$ cat src/rtl/fpadd_share_pkg.sv
// Shared types for the fpadder sharing controller: FSM states and response payload.
package fpadd_share_pkg;

   localparam int unsigned FP_W     = 32;
   localparam int unsigned ID_MAX_W = 4;

   typedef enum logic [1:0] {
      WAIT   = 2'd0,
      SEND_A = 2'd1,
      SEND_B = 2'd2
   } state_e;

   typedef struct packed {
      logic [ID_MAX_W-1:0] id;
      logic [FP_W-1:0]     sum;
   } rsp_t;

endpackage

$ cat src/rtl/fpadd_rsp_fifo.sv
// Two-entry response FIFO; entry 0 is always the head so the outputs come straight from flops.
module fpadd_rsp_fifo
   import fpadd_share_pkg::*;
(
   input  logic       clk,
   input  logic       rst_n,
   input  logic       push,
   input  logic       pop,
   input  rsp_t       din,
   output rsp_t       head,
   output logic       valid,
   output logic [1:0] count
);

   rsp_t       e0_q, e0_d;
   rsp_t       e1_q, e1_d;
   logic [1:0] count_q, count_d;
   logic       valid_q, valid_d;
   logic [1:0] wr_slot;

   // Pop shifts entry 1 into the head; a push lands in the first free slot after that shift.
   always_comb begin
      e0_d    = e0_q;
      e1_d    = e1_q;
      wr_slot = count_q - 2'(pop);
      count_d = count_q + 2'(push) - 2'(pop);
      if (pop) begin
         e0_d = e1_q;
      end
      if (push) begin
         if (wr_slot == 2'd0) begin
            e0_d = din;
         end else begin
            e1_d = din;
         end
      end
      valid_d = (count_d != 2'd0);
   end

   always_ff @(posedge clk or negedge rst_n) begin
      if (!rst_n) begin
         e0_q    <= '0;
         e1_q    <= '0;
         count_q <= 2'd0;
         valid_q <= 1'b0;
      end else begin
         e0_q    <= e0_d;
         e1_q    <= e1_d;
         count_q <= count_d;
         valid_q <= valid_d;
      end
   end

   assign head  = e0_q;
   assign valid = valid_q;
   assign count = count_q;

endmodule

$ cat src/rtl/fpadd_share_ctrl.sv
// Shares one serial-operand fpadder among N_REQ requesters with round-robin grants
// and a tagged two-entry response queue.
module fpadd_share_ctrl
   import fpadd_share_pkg::*;
#(
   parameter  int unsigned N_REQ = 4,
   localparam int unsigned ID_W  = $clog2(N_REQ)
) (
   input  logic                  clock,
   input  logic                  nreset,
   input  logic [N_REQ-1:0]      req_valid,
   output logic [N_REQ-1:0]      req_ready,
   input  logic [N_REQ*FP_W-1:0] req_a,
   input  logic [N_REQ*FP_W-1:0] req_b,
   output logic                  rsp_valid,
   input  logic                  rsp_ready,
   output logic [ID_W-1:0]       rsp_id,
   output logic [FP_W-1:0]       rsp_sum,
   output logic [FP_W-1:0]       add_a,
   input  logic [FP_W-1:0]       add_sum,
   input  logic                  add_ready
);

   state_e          state_q, state_d;
   logic            inflight_q, inflight_d;
   logic [ID_W-1:0] cur_id_q, cur_id_d;
   logic [ID_W-1:0] rr_ptr_q, rr_ptr_d;
   logic [FP_W-1:0] b_hold_q, b_hold_d;
   logic [FP_W-1:0] add_a_q, add_a_d;
   logic            err_q, err_d;

   logic            push, pop, eligible, found;
   logic [1:0]      fifo_count, occ_next;
   logic [ID_W-1:0] gnt;
   logic [ID_W:0]   idx;
   rsp_t            push_data, head;
   logic            fifo_valid;

   // Round-robin pick: first valid requester at or after rr_ptr, wrapping.
   always_comb begin
      found = 1'b0;
      gnt   = '0;
      idx   = '0;
      for (int unsigned i = 0; i < N_REQ; i++) begin
         idx = (ID_W+1)'(rr_ptr_q) + (ID_W+1)'(i);
         if (idx >= (ID_W+1)'(N_REQ)) begin
            idx = idx - (ID_W+1)'(N_REQ);
         end
         if (!found && req_valid[idx[ID_W-1:0]]) begin
            found = 1'b1;
            gnt   = idx[ID_W-1:0];
         end
      end
   end

   always_comb begin
      state_d    = state_q;
      inflight_d = inflight_q;
      cur_id_d   = cur_id_q;
      rr_ptr_d   = rr_ptr_q;
      b_hold_d   = b_hold_q;
      add_a_d    = '0;
      err_d      = err_q;
      req_ready  = '0;
      push       = 1'b0;
      push_data  = '{id: ID_MAX_W'(cur_id_q), sum: add_sum};
      pop        = fifo_valid && rsp_ready;
      occ_next   = fifo_count;
      eligible   = 1'b0;

      unique case (state_q)
         WAIT: begin
            if (add_ready) begin
               state_d  = SEND_A;
               push     = inflight_q;
               // Grant only if a slot is guaranteed when this op's result returns.
               occ_next = fifo_count + 2'(push) - 2'(pop);
               eligible = (occ_next <= 2'd1);
               if (eligible && found) begin
                  req_ready[gnt] = 1'b1;
                  add_a_d        = req_a[gnt*FP_W +: FP_W];
                  b_hold_d       = req_b[gnt*FP_W +: FP_W];
                  cur_id_d       = gnt;
                  inflight_d     = 1'b1;
                  rr_ptr_d       = (gnt == ID_W'(N_REQ-1)) ? '0 : gnt + ID_W'(1);
               end else begin
                  inflight_d = 1'b0;
                  b_hold_d   = '0;
               end
            end
         end
         SEND_A: begin
            add_a_d = b_hold_q;
            state_d = SEND_B;
            if (add_ready) begin
               err_d = 1'b1;
            end
         end
         SEND_B: begin
            state_d = WAIT;
            if (add_ready) begin
               err_d = 1'b1;
            end
         end
         default: state_d = WAIT;
      endcase
   end

   always_ff @(posedge clock or negedge nreset) begin
      if (!nreset) begin
         state_q    <= WAIT;
         inflight_q <= 1'b0;
         cur_id_q   <= '0;
         rr_ptr_q   <= '0;
         b_hold_q   <= '0;
         add_a_q    <= '0;
         err_q      <= 1'b0;
      end else begin
         state_q    <= state_d;
         inflight_q <= inflight_d;
         cur_id_q   <= cur_id_d;
         rr_ptr_q   <= rr_ptr_d;
         b_hold_q   <= b_hold_d;
         add_a_q    <= add_a_d;
         err_q      <= err_d;
      end
   end

   fpadd_rsp_fifo u_fifo (
      .clk   (clock),
      .rst_n (nreset),
      .push  (push),
      .pop   (pop),
      .din   (push_data),
      .head  (head),
      .valid (fifo_valid),
      .count (fifo_count)
   );

   assign add_a     = add_a_q;
   assign rsp_valid = fifo_valid;
   assign rsp_id    = ID_W'(head.id);
   assign rsp_sum   = head.sum;

endmodule
$ cat config.mk
export PLATFORM = sky130hd
export DESIGN_NAME = fpadd_share_ctrl
export DESIGN_NICKNAME = d
export VERILOG_FILES = /design/src/rtl/fpadd_share_pkg.sv /design/src/rtl/fpadd_rsp_fifo.sv /design/src/rtl/fpadd_share_ctrl.sv
export SDC_FILE = /design/constraint.sdc
export NUM_CORES = 1
export LEC_CHECK = 0
export CAP_MARGIN = 20
export CORE_MARGIN = 2
export CORE_UTILIZATION = 42
export DETAILED_ROUTE_END_ITERATION = 10
export PLACE_DENSITY = 0.79
export SYNTH_ARGS = -nofsm -noshare
export SYNTH_HDL_FRONTEND = slang
export SYNTH_SLANG_ARGS = --single-unit
export TNS_END_PERCENT = 30
$ cat constraint.sdc
create_clock -name clock -period 4.25 [get_ports clock]
set_input_delay 0.6375 -clock clock [delete_from_list [all_inputs] [get_ports clock]]
set_output_delay 0.6375 -clock clock [all_outputs]
set_load 0.005 [all_outputs]
==> impl_results.md, run 1 <==
* Status: complete, no violations
* Area Overhead vs Synth at 54.3%
* Multi-input gate area at around 0.0041 mm2
* Max Cap Viol at 0
* Total CTS buffers at 17
* Max-slew violation count at 0
* Largest net degree at the start of global routing at 117
* Vias per cell at between 5 and 6
* Top cells by area, synth: dfrtp_1 44%, and3_1 10%, a211oi_1 9.1%
* Drt drc at 0
* Reg-to-reg startpoint: state_q[1]
* Synth cell types at 34
* Ports at between 300 and 400
* CTS max path bufs at 2
* Post-DP Area at around 0.012 mm2
* CP Max Fanout at 10
* Area occupied by registers at ~0.0036 mm2
* Compound-cell area share of the yosys netlist at 0.233
* Final setup viols at 0
* Resized Gates After CTS at 0
* Synth Register Bits at about 140
* Die area at just over 0.02 mm2
* All-layer global routing usage at 0.277
* Synth Area in Simple Gates at 0.165
* Final core occ at 0.661
* Final net count at 1,453
* Final setup margin at 0.560 ns
* XOR/XNOR Fraction of Synth Area at 0.00560
* Avg WL per Cell at between 20 and 25 um
* CP Class: in -> out
* N_diodes at 0
* Slew headroom at 0.364
* Max Clock Freq at 271 MHz
* First-pass detailed-route iteration total at 5
* Worst-Margin Slew at roughly 0.95 ns
* CP delay by family, top: buffers and inverters
* Die height at 142 um
* Final min period at approximately 3.7 ns
* Gr ovfl total at 0
* Hold Crit Class: in -> async
* P_leak at 5.41 nW
* Initial antenna violation count at 1
* H-Tree Depth at 4
* Filler cell count in the final layout at ~1.5k
* Pre-CTS setup slack at about 0.57 ns
* Cell mode on critical path: clkdlybuf4s50_1
* Num rows at 50
* Vias at approximately 8k
* Initial Util at 0.429
* Mapped Area at slightly above 0.008 mm2
* Most common cell after layout, fill and taps aside: clkdlybuf4s50_1
* Vias in the first global route at about 8k
* Reg clk slew, reported paths at about 0.060 ns
* Worst path max stage delay at slightly above 0.5 ns
* CP cell instances: clkdlybuf4s50_1 -> nand2_2 -> inv_1 -> ha_1 -> xnor2_4 -> xnor2_1 -> nor3_4 -> buf_4 -> and2_1 -> clkdlybuf4s50_1
* Top cell type's share of synthesized area at 0.442
* GP Congestion at a little under 0.9
* First-pass GRT wire length at roughly 43 mm
* Area leader, netlist: dfrtp_1
* YS warnings at 0
* Hold buffers post-CTS at 0
* Synth Area per Inst at just under 10 um2
* Worst Hold Slack at approximately 0.10 ns
* CTS root buffer: clkbuf_16
* Placed Cells at between 1k and 1.5k
* Clk sinks at 142
* Mux cell area share after synthesis at 0.0911
* Setup TNS at 0 ns
* Share of cells above drive strength 1 at 0.0859
* RSZ-0062 raised after global routing: no
* Peak VDD IR at ~0.32 mV
* Clock latency on the worst-skew pair at between 0.4 and 0.5 ns
* Worst path bufs/invs at 4
* Final clock skew at roughly 0.011 ns
* Mapped Cells at roughly 830
* Syn Nets at approximately 1.1k
* Crit start category: input port
* Crit share post-route at 0.868
* CP Capture Type: primary output
* Pwr/cell area at 553 mW/mm2
* Critical path data required time at around 3.6 ns
* Most frequent cells in the layout: 365 x clkdlybuf4s50_1, 142 x dfrtp_1, 128 x and3_1, 98 x a211oi_1, 72 x nand2_1
* Final ANT Viol Nets at 0
* Hpwl dp at 20.9 mm
* Post-Synth Adder-Cell Area at 0.00933
* Post-CTS setup buffer count at 0
* # port buffers at approximately 370
* Core area at 0.0188 mm2
* Overall Power at between 6 and 7 mW
* Die width at 142 um
* CP startpoint: rsp_ready
* Routed wire length at approximately 29 mm
* Slowest-stage cell, CP: clkdlybuf4s50_1
* Register area share after synthesis at 0.442
* Worst Path Arrival at slightly above 3 ns
* CTS tree: yes
* Layout Cells excl Fill at between 1k and 1.5k
* Largest family of logic cells by synthesized area: compound AO/OA/AOI/OAI gates
* Final Instance Area at about 0.012 mm2
* Iter 0 DRT Violations at just over 400
* Final Hold Fails at 0
flip-flops by register name, indices dropped and copies added, names as in the netlist:
register	count
add_a	32
b_hold_q	32
cur_id_q	2
inflight_q	1
rr_ptr_q	2
state_q	2
u_fifo.count	2
u_fifo.e1_q	34
u_fifo.head	34
u_fifo.valid	1
final cells by class:
type,instances,area share
multi-input combinational,596,0.330
sequential,142,0.286
timing repair buffer,387,0.310
tap,234,0.0236
inverter,7,0.00222
clock inverter,14,0.0126
clock buffer,18,0.0354
cell usage after synthesis:
| cell | instances |
|---|---|
| a211oi_1 | 98 |
| a21boi_0 | 30 |
| a21boi_4 | 1 |
| a21o_1 | 1 |
| a21oi_1 | 36 |
| a221o_1 | 1 |
| a31oi_1 | 15 |
| and2_1 | 7 |
| and3_1 | 128 |
| buf_2 | 22 |
| buf_4 | 4 |
| buf_6 | 4 |
| clkbuf_1 | 59 |
| dfrtp_1 | 142 |
| ha_1 | 6 |
| inv_1 | 5 |
| inv_2 | 2 |
| mux2_1 | 1 |
| mux2_2 | 33 |
| mux2i_1 | 35 |
| nand2_1 | 73 |
| nand3_1 | 1 |
| nor2_1 | 36 |
| nor2b_1 | 5 |
| nor3_2 | 2 |
| nor4_1 | 1 |
| o211ai_1 | 30 |
| o21ai_0 | 1 |
| o21bai_1 | 1 |
| o31ai_1 | 49 |
| or2_2 | 1 |
| or3_1 | 1 |
| xnor2_1 | 2 |
| xnor2_4 | 1 |
report_power, final:
part / switching (mW) / internal [mW] / total, mW
sequential: 0.318 / 1.94 / 2.26
clock: 0.619 / 0.890 / 1.51
combinational: 1.50 / 1.59 / 3.09
total: 2.44 / 4.43 / 6.86
layer usage:
metal,track usage,vias up,wire length [um],part of all wire
met2,0.467,316,14200,0.50
met1,0.339,3774,11300,0.39
met4,0.108,2,908,0.032
li1,-,3739,-,-
met3,0.0737,57,2170,0.076
met5,0,-,13,0.00045
path summary, 6_finish.rpt:
| check | end | slack [ns] | cells past startpoint |
|---|---|---|---|
| min reg2reg | b_hold_q[12] | 0.48 | 2 |
| min in group clock | b_hold_q[12] | 0.48 | 2 |
| max | req_ready[0] | 0.56 | 10 |
| max reg2reg | u_fifo.head[21] | 1.48 | 8 |
| min | u_fifo.head[20] | 0.1 | 1 |
| max in group asynchronous | u_fifo.e1_q[5] | 3.14 | 3 |
cell families after synthesis:
family	Yosys count
xor gates and xnor gates	3
DFF	142
AOI/OAI and AO/OA	263
buffers and inverters	96
muxes	69
adders and majority gates	6
and+or+nand+nor	255
(Power assumes the default switching activity.)
==> run 2, diff against run 1 <==
--- a/config.mk
+++ b/config.mk
@@ -11,3 +11,3 @@
 export DETAILED_ROUTE_END_ITERATION = 10
-export PLACE_DENSITY = 0.79
+export PLACE_DENSITY = 0.81
 export SYNTH_ARGS = -nofsm -noshare
==> constraint.sdc (replaced) <==
create_clock -name clock -period 4.25 [get_ports clock]
set_input_delay 0.425 -clock clock [delete_from_list [all_inputs] [get_ports clock]]
set_output_delay 0.425 -clock clock [all_outputs]
set_load 0.005 [all_outputs]
==> impl_results.md, run 2 (synthesized netlist as in run 1, its figures left out) <==
* Status: complete, no violations (unchanged)
* Ports at 367 (unchanged)
* Initial Util at 0.429 (unchanged)
* Peak VDD IR at 0.302 mV (was 0.321 mV)
* First-pass detailed-route iteration total at 8 (was 5)
* All-layer global routing usage at 0.276 (was 0.277)
* CP Capture Type: primary output (unchanged)
* Highest metal used: met4 (was met5)
* Share of cells above drive strength 1 at 0.0845 (was 0.0859)
* Met2 routed WL at 14.7 mm (was 14.2 mm)
* Final net count at 1,449 (was 1,453)
* Final clock skew at 0.0106 ns (was 0.0107 ns)
* Metal1 wirelength at 11.1 mm (was 11.3 mm)
* CTS root buffer: clkbuf_16 (unchanged)
* Die area at 0.0203 mm2 (unchanged)
* P_leak at 5.42 nW (was 5.41 nW)
* Resized Gates After CTS at 0 (unchanged)
* Crit start category: input port (unchanged)
* First-pass GRT wire length at 42.9 mm (about the same)
* Total CTS buffers at 17 (unchanged)
* Final Hold Fails at 0 (unchanged)
* Die width at 142 um (unchanged)
* Slew headroom at 0.294 (was 0.364)
* Num rows at 50 (unchanged)
* Final min period at 3.25 ns (was 3.69 ns)
* Reg-to-reg startpoint: state_q[1] (unchanged)
* Pwr/cell area at 561 mW/mm2 (was 553 mW/mm2)
* Vias per cell at 5.65 (was 5.64)
* Area occupied by registers at 0.00355 mm2 (unchanged)
* H-Tree Depth at 4 (unchanged)
* GP Congestion at 0.873 (was 0.870)
* Hold Crit Class: in -> async (unchanged)
* Vias in the first global route at 7,922 (was 7,902)
* Die height at 142 um (unchanged)
* Multi-input gate area at 0.00411 mm2 (was 0.00410 mm2)
* CP Max Fanout at 11 (was 10)
* Worst-Margin Slew at 1.06 ns (was 0.955 ns)
* Clock latency on the worst-skew pair at 0.42 ns (about the same)
* Final setup viols at 0 (unchanged)
* Layout Cells excl Fill at 1,397 (was 1,398)
* Filler cell count in the final layout at 1,500 (was 1,530)
* CP startpoint: rsp_ready (unchanged)
* Reg clk slew, reported paths at 0.06 ns (about the same)
* WL met3 at 1.97 mm (was 2.17 mm)
* Avg WL per Cell at 20.4 um (was 20.5 um)
* Placed Cells at 1,361 (was 1,365)
* Worst Path Arrival at 2.82 ns (was 3.05 ns)
* Max Cap Viol at 0 (unchanged)
* Initial antenna violation count at 3 (was 1)
* Area Overhead vs Synth at 54.8% (was 54.3%)
* Drt drc at 0 (unchanged)
* Core area at 0.0188 mm2 (unchanged)
* Routed wire length at 28.6 mm (about the same)
* CTS max path bufs at 2 (unchanged)
* Clk sinks at 142 (unchanged)
* Most common cell after layout, fill and taps aside: clkdlybuf4s50_1 (unchanged)
* Most frequent cells in the layout: 365 x clkdlybuf4s50_1, 142 x dfrtp_1, 128 x and3_1, 98 x a211oi_1, 71 x nand2_1 (was 365 x clkdlybuf4s50_1, 142 x dfrtp_1, 128 x and3_1, 98 x a211oi_1, 72 x nand2_1)
* Setup TNS at 0 ns (unchanged)
* Critical path data required time at 3.83 ns (was 3.61 ns)
* CP Class: in -> out (unchanged)
* Final ANT Viol Nets at 0 (unchanged)
* Post-CTS setup buffer count at 0 (unchanged)
* Largest net degree at the start of global routing at 159 (was 117)
* Hold buffers post-CTS at 0 (unchanged)
* Max Clock Freq at 308 MHz (was 271 MHz)
* RSZ-0062 raised after global routing: no (unchanged)
* Crit share post-route at 0.764 (was 0.868)
* Iter 0 DRT Violations at 428 (was 414)
* Hpwl dp at 20.3 mm (was 20.9 mm)
* Vias at 7,893 (was 7,888)
* # port buffers at 366 (unchanged)
* Max-slew violation count at 0 (unchanged)
* Gr ovfl total at 0 (unchanged)
* CTS tree: yes (unchanged)
run 2: cell types whose count changed in the layout (fill, tap and decap cells not counted), sizes merged:
cell,delta
clkinv,-1
diode,+3
clkbuf,+1
bufinv,+1
buf,-4
clkinvlp,-1
run 2: final cells by class:
type	count	area share
repair buffers	383	0.308
diodes	3	0.000603
well taps	234	0.0235
inverters	7	0.00221
multi-input cells	596	0.330
flip-flops and latches	142	0.285
clock buffers	19	0.0364
clock inverters	13	0.0144
run 2: power by group:
part	internal (mW)	switching, mW	total (mW)
clock network	0.972	0.619	1.59
registers	1.94	0.316	2.26
logic	1.61	1.52	3.13
total	4.52	2.46	6.98
run 2: metal layers:
metal	up-vias	global-route usage
met5	-	0
met4	0	0.110
met3	49	0.0582
met2	328	0.480
met1	3782	0.333
li1	3734	-
run 2: worst max-delay path: stages:
cell,delay (ns)
clkdlybuf4s50_1,0.43
nand2_2,0.07
inv_1,0.05
ha_1,0.23
xnor2_4,0.29
xnor2_1,0.19
nor3_4,0.43
and2_1,0.20
clkdlybuf4s50_1,0.50
run 2: worst paths after layout:
path	to	slack [ns]	cells past startpoint
hold / removal	u_fifo.head[18]	0.02	1
setup reg to reg	u_fifo.head[1]	1.55	8
min in group clock	b_hold_q[22]	0.48	2
hold reg to reg	b_hold_q[22]	0.48	2
max in group asynchronous	b_hold_q[13]	3.25	2
setup / recovery	req_ready[2]	1.00	9
run 2: per-stage QoR:
step	utilization	setup WS [ns]	power [mW]	cell area [um2]	hold WS, ns
after detailed placement	0.628	1.09	5.39	11800	0.466
after global routing	0.663	0.876	7.39	12500	0.0720
after CTS	0.662	1.03	7.00	12400	0.0443
final	0.663	1.00	6.98	12500	0.0156
after global placement	0.628	1.09	5.29	11800	0.462
after floorplan	-	1.29	3.99	8050	0.129
